`src/rtl/gin_mcast_fifo.sv`:
```
// Multicast delivery FIFO for a PE array.
// Buffers tagged transactions and strobes every matching PE at once.
module gin_mcast_fifo #(
  parameter int DATA_WIDTH    = 64,
  parameter int ROW_TAG_WIDTH = 4,
  parameter int COL_TAG_WIDTH = 4,
  parameter int NUM_OF_ROWS   = 12,
  parameter int NUM_OF_COLS   = 14,
  parameter int FIFO_DEPTH    = 4
) (
  input  logic clk,
  input  logic reset,
  input  logic in_valid,
  output logic in_ready,
  input  logic [ROW_TAG_WIDTH-1:0] in_row_tag,
  input  logic [COL_TAG_WIDTH-1:0] in_col_tag,
  input  logic in_bcast,
  input  logic [DATA_WIDTH-1:0] in_data,
  input  logic [NUM_OF_ROWS-1:0][ROW_TAG_WIDTH-1:0] row_id,
  input  logic [NUM_OF_ROWS-1:0][NUM_OF_COLS-1:0][COL_TAG_WIDTH-1:0] col_id,
  input  logic [NUM_OF_ROWS-1:0][NUM_OF_COLS-1:0] pe_ready,
  output logic [NUM_OF_ROWS-1:0][NUM_OF_COLS-1:0] pe_valid,
  output logic [DATA_WIDTH-1:0] pe_data,
  output logic nomatch_err,
  output logic [15:0] tx_count
);

  localparam int CW = $clog2(FIFO_DEPTH + 1);
  localparam int PW = $clog2(FIFO_DEPTH);

  typedef struct packed {
    logic [ROW_TAG_WIDTH-1:0] row;
    logic [COL_TAG_WIDTH-1:0] col;
    logic bcast;
    logic [DATA_WIDTH-1:0] data;
  } ent_t;

  typedef logic [NUM_OF_ROWS-1:0][NUM_OF_COLS-1:0] pe_vec_t;

  ent_t mem_q [FIFO_DEPTH];
  logic [PW-1:0] wr_q, rd_q;
  logic [CW-1:0] cnt_q, cnt_d;

  pe_vec_t pe_valid_q;
  logic [DATA_WIDTH-1:0] pe_data_q;
  logic nomatch_q;
  logic [15:0] tx_q;

  ent_t head;
  pe_vec_t tgt;
  logic any_tgt, all_rdy, empty;
  logic push, deliver, discard, pop;

  function automatic logic [PW-1:0] nxt(input logic [PW-1:0] p);
    return (p == PW'(FIFO_DEPTH - 1)) ? '0 : p + PW'(1);
  endfunction

  assign empty    = (cnt_q == '0);
  assign in_ready = (cnt_q < CW'(FIFO_DEPTH));
  assign push     = in_valid && in_ready;
  assign head     = mem_q[rd_q];

  // Target mask of the head entry: broadcast or row/column ID match.
  always_comb begin
    tgt = '0;
    for (int r = 0; r < NUM_OF_ROWS; r++) begin
      for (int c = 0; c < NUM_OF_COLS; c++) begin
        tgt[r][c] = head.bcast ||
          (row_id[r] == head.row && col_id[r][c] == head.col);
      end
    end
  end

  // Deliver only when every target is ready; untargeted heads are dropped.
  assign any_tgt = |tgt;
  assign all_rdy = &(~tgt | pe_ready);
  assign deliver = !empty && any_tgt && all_rdy;
  assign discard = !empty && !any_tgt;
  assign pop     = deliver || discard;

  // Occupancy next state.
  always_comb begin
    cnt_d = cnt_q;
    if (push && !pop) cnt_d = cnt_q + CW'(1);
    else if (!push && pop) cnt_d = cnt_q - CW'(1);
  end

  // Buffer storage, pointers and occupancy.
  always_ff @(posedge clk or negedge reset) begin
    if (!reset) begin
      for (int i = 0; i < FIFO_DEPTH; i++) mem_q[i] <= '0;
      wr_q  <= '0;
      rd_q  <= '0;
      cnt_q <= '0;
    end else begin
      if (push) begin
        mem_q[wr_q] <= '{in_row_tag, in_col_tag, in_bcast, in_data};
        wr_q <= nxt(wr_q);
      end
      if (pop) rd_q <= nxt(rd_q);
      cnt_q <= cnt_d;
    end
  end

  // Registered delivery strobes, payload, error pulse and counter.
  always_ff @(posedge clk or negedge reset) begin
    if (!reset) begin
      pe_valid_q <= '0;
      pe_data_q  <= '0;
      nomatch_q  <= 1'b0;
      tx_q       <= '0;
    end else begin
      pe_valid_q <= deliver ? tgt : '0;
      nomatch_q  <= discard;
      if (deliver) begin
        pe_data_q <= head.data;
        tx_q      <= tx_q + 16'd1;
      end
    end
  end

  assign pe_valid    = pe_valid_q;
  assign pe_data     = pe_data_q;
  assign nomatch_err = nomatch_q;
  assign tx_count    = tx_q;

endmodule

```
`config.mk`:
```
export PLATFORM = sky130hd
export DESIGN_NAME = gin_mcast_fifo
export DESIGN_NICKNAME = d
export VERILOG_FILES = /design/src/rtl/gin_mcast_fifo.sv
export SDC_FILE = /design/constraint.sdc
export NUM_CORES = 1
export LEC_CHECK = 0
export BUFFER_PORTS_ARGS = -buffer_cell sky130_fd_sc_hd__buf_2
export CAP_MARGIN = 20
export CORE_AREA = 2 2 468 470
export CTS_CLUSTER_DIAMETER = 100
export DETAILED_ROUTE_END_ITERATION = 8
export DIE_AREA = 0 0 470 472
export PLACE_DENSITY_LB_ADDON = 0.05
export SYNTH_ARGS = -nofsm -noshare
export SYNTH_HDL_FRONTEND = slang
export SYNTH_SLANG_ARGS = --single-unit
```
`constraint.sdc`:
```
create_clock -name clk -period 5.5 [get_ports clk]
set_input_delay 0 -clock clk [delete_from_list [all_inputs] [get_ports clk]]
set_output_delay 0 -clock clk [all_outputs]
set_load 0.02 [all_outputs]
```
==> results of run 1 <==
## cells by family (layout without fill, tap and decap cells)
| logic type | count (synthesis) | in the layout | synth area share |
|---|---|---|---|
| other | 0 | 36 | 0 |
| AO/OA/AOI/OAI | 289 | 289 | 0.0532 |
| multiplexers | 436 | 436 | 0.180 |
| buffers and inverters | 336 | 1876 | 0.0558 |
| AND/OR/NAND/NOR | 556 | 556 | 0.0969 |
| adder cells (fa/ha/maj) | 8 | 8 | 0.00326 |
| flip-flops | 548 | 548 | 0.415 |
| XOR/XNOR | 738 | 738 | 0.196 |
## area by class of cell
class	count	area (µm²)	share of cell area
Multi-Input combinational cell	2027	17700	0.367
Sequential cell	548	13700	0.285
Timing Repair Buffer	1606	9970	0.207
Tap cell	2854	3570	0.0741
Clock buffer	116	2260	0.0468
Inverter	129	484	0.0101
Clock inverter	25	412	0.00855
Antenna cell	36	90.1	0.00187
## worst paths after layout
check	startpoint	to	slack (ps)	cells after the start
min	col_id[275]	pe_valid[68]$_DFF_PN0_	40	6
min reg2reg	tx_count[15]$_DFFE_PN0N_	tx_count[15]$_DFFE_PN0N_	470	1
min in group asynchronous	reset	mem_q[183]$_DFFE_PN0P_	520	4
max	rd_q[0]$_DFFE_PN0P_	cnt_q[1]$_DFFE_PN0P_	180	18
max reg2reg	rd_q[0]$_DFFE_PN0P_	cnt_q[1]$_DFFE_PN0P_	180	18
max in group asynchronous	reset	pe_valid[91]$_DFF_PN0_	3920	4
## metrics by stage
stage	cell area (µm²)	setup TNS (ps)	std cells	power (W)	setup WS [ps]
global placement	43600	-1400	6995	0.0272	-310
floorplan	33000	0	2911	0.0178	1280
finish	48200	0	7341	0.0328	178
detailed placement	43600	-2960	6995	0.0271	-285
CTS	47700	0	7278	0.0331	12.7
global route	48100	0	7314	0.0347	0.170
## placed cells by master (no fill, tap or decap), drive strengths merged, types with 33 or more instances in the layout
cell	synthesis	layout
a22oi	58	58
nand4	206	206
and3	132	132
xnor2	725	725
dfrtp	548	548
clkbuf	78	118
nor2	118	118
mux2	361	361
a21oi	33	33
mux4	72	72
inv	129	131
o22ai	35	35
o21ai	129	129
dlygate4sd3	0	141
diode	0	36
buf	129	1463
## state kept, by name, summed over array words and instances (netlist names)
name	cells
wr_q	2
pe_valid	168
tx_count	16
cnt_q	3
mem_q	292
pe_data	64
rd_q	2
nomatch_err	1
## metal layers
metal / vias to the layer above / global-route usage
met5: - / 0
met4: 64 / 0.0777
met3: 320 / 0.0755
met2: 1081 / 0.411
met1: 15338 / 0.250
li1: 13231 / -
## power breakdown
group          internal [W]  total, W  switching [W]  leakage [nW]
Clock               0.00315   0.00536        0.00221          1.30
Combinational       0.00886    0.0217         0.0128          13.5
Sequential          0.00517   0.00573       0.000565          7.08
Total                0.0172    0.0328         0.0156          21.9
## cells in the mapped netlist, types with 8 or more instances
cell type / instances
mux4_2: 72
nand3_1: 15
a22oi_1: 58
nor4_1: 26
o21ai_0: 128
xor2_1: 13
inv_1: 129
mux2_4: 63
buf_2: 27
a21oi_1: 33
and3_1: 132
o21a_1: 11
nand4_1: 201
clkbuf_1: 78
o22ai_1: 35
nand2_1: 8
buf_6: 31
buf_4: 63
nor3_1: 28
dfrtp_1: 548
nor2_1: 118
xnor2_1: 725
mux2_2: 298
## critical path, delay by kind of cell (launching register included)
kind                     cells  cell delay [ps]
AO/OA/AOI/OAI                2              310
flip-flops                   1              460
multiplexers                 2              940
AND/OR/NAND/NOR              5             1300
XOR/XNOR                     1              130
buffers and inverters        6             1320
adder cells (fa/ha/maj)      2              610
## timing repair
| action | in CTS | in global routing |
|---|---|---|
| endpoints found under the setup margin | 50 | 8 |
| pin swaps | 1 | 10 |
| endpoints found under the hold margin | 642 | 0 |
| gates cloned | 0 | 2 |
| resized for setup | 8 | 17 |
| buffers inserted | 0 | 26 |
| hold buffers | 142 | 0 |
==> reports/metrics.yaml, run 1 <==
power:
  cellPowerDensity_mw_per_mm2: 681
  power.ir.vdd_worst_mv: 0.298
  power.static_leakage_nw: 21.9
synthesis:
  syn-num-nets: 3883
  synth_top_cell_by_area: "dfrtp_1"
  synth-seq-area-share: 0.415
  async_flop_share: 1.00
  yosys_register_bits: 548
  syn_avg_cell_area_um2: 11.4
  synth.yosys.warnings: 0
  ys_dominant_reg_cell: "dfrtp_1"
  synth_cells: 2911
  synth_cell_type_count: 54
  synth_edf_count: 0
  synth_area_mm2: 0.0330
  netlist.area_leader.share: 0.415
  netlist_top_cells_area: "dfrtp_1, xnor2_1, mux2_2"
die:
  rows: 171
  ios: 1214
  core_area_mm2: 0.217
  die_h_um: 472
  initial_core_util: 0.153
  dieWidth_um: 470
  die_area_mm2: 0.222
grt:
  grt_pass1_vias: 32988
  grt_start_max_net_pins: 140
  antenna_found_initial: 116
  grt_usage: 0.229
  grt_remaining_overflow: 0
  grt_first_pass_wirelength_um: 336000
drt:
  met2_length_um: 133000
  wl_um: 261000
  drc_violations_left: 0
  vias_per_cell: 4.09
  dr.first_iter.drc_count: 1422
  wl_met1_um: 98700
  drtPass1Iterations: 5
  route.top_layer_used: "met5"
  drtAntennaViolNets: 0
  routed_wire_per_std_cell_um: 35.6
  route.vias.total: 30034
  routed-wl-met3_um: 19300
finish:
  drive_above_1_share: 0.460
  nNetsFinal: 5363
  layout.filler_cells: 23863
  final_util: 0.222
  area_growth_syn_to_fin_pct: 45.8
setup_path:
  worst-endpoint-required_ps: 6080
  start_kind: "flop"
  critPathCaptureType: "flop"
  critical_path.max_stage_delay_ps: 670
  worstSetupPathType: "flop to flop"
  worstPathCellList: "mux4_4, buf_12, buf_12, buf_8, xnor2_1, nand4_1, dlygate4sd3_1, o21ai_1, a22oi_2, nand4_1, nor4_4, and4_4, and3_4, inv_1, ha_1, inv_1, fa_1, mux2_2"
  worst_path_max_delay_cell: "mux4_4"
  worst-endpoint-arrival_ps: 5900
  cp_max_fo: 45
timing:
  setup_violations: 0
  final.period_utilization: 0.968
  worst-slew-pin-transition_ps: 1120
  slew_headroom: 0.253
  rsz0062_at_grt: "no"
  finalWorstPathRequiredPeriod_ps: 5320
  clock-skew-final_ps: 55.3
  holdWs_ps: 41.0
  hold_viol: 0
  max_clock_freq_mhz: 188
  finalMaxSlewViolations: 0
place:
  port_buffers: 1213
  gp_congestion: 0.907
  dp_hpwl_um: 216000
run_status:
  result_of_the_run: "complete, no violations"
clock_network:
  clockBufferDepth: 3
  worst_skew_pair.late_latency_ps: 720
  clk_pin_slew_ps: 60
  htreeDepth: 3
  cts-root-buf: "clkbuf_16"
  tritoncts.num_buffers: 79
  cts.sink_count: 548
  tritoncts: "built"
flow_run:
  drv_cap: 0
worst_hold_path:
  hold_path.class: "input port to flop"
Power figures use the tool's default switching activity.
==> run 2: changes to the inputs <==
==> constraint.sdc (replaced) <==
create_clock -name clk -period 5.5 [get_ports clk]
set_input_delay 1.65 -clock clk [delete_from_list [all_inputs] [get_ports clk]]
set_output_delay 1.65 -clock clk [all_outputs]
set_load 0.02 [all_outputs]
==> reports/metrics.yaml, run 2 (same netlist as run 1, synthesis figures left out) <==
run_status:
  result_of_the_run: "complete, no violations"
setup_path:
  start_kind: "flop"
  cp_max_fo: 46
  worst-endpoint-required_ps: 6120
  worst-endpoint-arrival_ps: 6030
  worstSetupPathType: "flop to flop"
  r2r.worst_path.cells: 18
  critPathCaptureType: "flop"
drt:
  wl_um: 254000
  drtPass1Iterations: 7
  dr.first_iter.drc_count: 1563
  drc_violations_left: 0
  routed_wire_per_std_cell_um: 34.9
  vias_per_cell: 4.07
  route.vias.total: 29609
  drtAntennaViolNets: 0
finish:
  stdcell_area_mm2: 0.0475
  multiInputGateArea_mm2: 0.0177
  largest_register_ff_count: 292
  largest-register: "mem_q"
  nNetsFinal: 5301
  final-seq-area_mm2: 0.0137
  layout.cells.most_common: "buf_2"
  stdcell_count: 7273
  layout.filler_cells: 24034
  area_growth_syn_to_fin_pct: 43.7
  final_cell_mix: "buf_2, xnor2_1, dfrtp_1"
  drive_above_1_share: 0.487
timing:
  clock-skew-final_ps: 40.2
  slew_headroom: 0.316
  holdWs_ps: 469
  postLayoutSetupSlackWorst_ps: 93.9
  rsz0062_at_grt: "yes"
  hold_viol: 0
  finalWorstPathRequiredPeriod_ps: 5410
  worst-slew-pin-transition_ps: 1030
  final.period_utilization: 0.983
  max_clock_freq_mhz: 185
  setup_violations: 0
  finalMaxSlewViolations: 0
power:
  power.internal_w: 0.0176
  cellPowerDensity_mw_per_mm2: 699
  p_sw_w: 0.0156
  total_power_w: 0.0332
  p_seq_frac: 0.173
  power_frac_clock: 0.163
  power.ir.vdd_worst_mv: 0.390
  power.static_leakage_nw: 21.8
  combinationalPowerShare: 0.663
  switching_share: 0.471
grt:
  grt_remaining_overflow: 0
  antenna_found_initial: 125
  grt_pass1_vias: 32702
  grt_start_max_net_pins: 100
  grt_first_pass_wirelength_um: 330000
  grt_usage: 0.224
clock_network:
  cts.sink_count: 548
  clockBufferDepth: 3
  tritoncts.num_buffers: 77
  htreeDepth: 3
  cts-hold-fix-buffers: 0
  clk_pin_slew_ps: 60
  worst_skew_pair.late_latency_ps: 690
  tritoncts: "built"
  cts-root-buf: "clkbuf_16"
worst_hold_path:
  hold_path.class: "flop to flop"
  hold-path-cell-count: 1
place:
  dp_hpwl_um: 213000
  gp_congestion: 0.907
  placedInstanceArea_mm2: 0.0444
  place_worst_setup_slack_ps: -494
  total_instance_count_after_detailed_placement: 7086
  port_buffers: 1213
die:
  rows: 171
  dieWidth_um: 470
  die_h_um: 472
  die_area_mm2: 0.222
  core_area_mm2: 0.217
  initial_core_util: 0.153
  ios: 1214
flow_run:
  drv_cap: 0
[run 2: changes by cell type in the layout (fill, tap and decap cells not counted), moves of 5 or more]
| cell | delta |
|---|---|
| dlygate4sd3_1 | -141 |
| buf_4 | +72 |
| clkbuf_8 | +12 |
| buf_12 | +10 |
| clkbuf_1 | -9 |
| diode_2 | -9 |
| o21ai_0 | +6 |
| o21ai_1 | -6 |
| nor4_1 | -5 |
[run 2: repair_timing]
action                                  in CTS  in global routing
buffers inserted                            17                  1
endpoints found under the setup margin     244                111
pin swaps                                    1                  5
gates cloned                                 0                  0
gates resized for setup                     15                 13
[run 2: metal layers]
layer	vias to the layer above	global-route usage	part of all wire
li1	13094	-	-
met1	14954	0.245	0.37
met2	1124	0.405	0.51
met3	357	0.0730	0.078
met4	80	0.0742	0.039
met5	-	0	0.0022
[run 2: worst max-delay path: stages, from the launching register on]
cell	delay [ps]
dfrtp_4	550
mux4_4	720
buf_12	220
buf_4	320
xnor2_1	270
nand4_1	520
o21ai_0	650
a22oi_1	130
nand4_1	170
nor4_2	90
and4_4	210
and3_1	200
inv_1	70
ha_1	150
inv_1	60
fa_1	370
xor2_1	170
nor2_1	120
xnor2_1	130
[run 2: area by class of cell]
cell class / count / share of cell area
inverters: 129 / 0.0102
repair buffers: 1546 / 0.194
clock inverters: 23 / 0.00704
clock buffers: 119 / 0.0503
multi-input cells: 2027 / 0.373
diodes: 27 / 0.00142
well taps: 2854 / 0.0752
flip-flops and latches: 548 / 0.289
[run 2: per-stage QoR]
stage	TNS [ps]	utilization
after CTS	0	0.219
final	0	0.219
after detailed placement	-80800	0.205
after global placement	-73110	0.205
after floorplan	0	-
after global routing	-88.6	0.219
[run 2: power by group through the flow]
stage / Clock (W) / Combinational, W / Sequential (W)
after floorplan: 0 / 0.0122 / 0.00559
after global placement: 0 / 0.0223 / 0.00584
after detailed placement: 0 / 0.0222 / 0.00583
after CTS: 0.00565 / 0.0226 / 0.00577
after global routing: 0.00581 / 0.0234 / 0.00591
final: 0.00543 / 0.0220 / 0.00576
[run 2: worst paths after layout]
| kind | from | endpoint | slack [ps] |
|---|---|---|---|
| worst max-delay path | rd_q[0]$_DFFE_PN0P_ | cnt_q[2]$_DFFE_PN0P_ | 90 |
| worst min-delay path | tx_count[15]$_DFFE_PN0N_ | tx_count[15]$_DFFE_PN0N_ | 470 |
| worst max register to register | rd_q[0]$_DFFE_PN0P_ | cnt_q[2]$_DFFE_PN0P_ | 90 |
| worst min register to register | tx_count[15]$_DFFE_PN0N_ | tx_count[15]$_DFFE_PN0N_ | 470 |
| max in group asynchronous | reset | mem_q[238]$_DFFE_PN0P_ | 3450 |
| min in group asynchronous | reset | pe_data[34]$_DFFE_PN0N_ | 1030 |
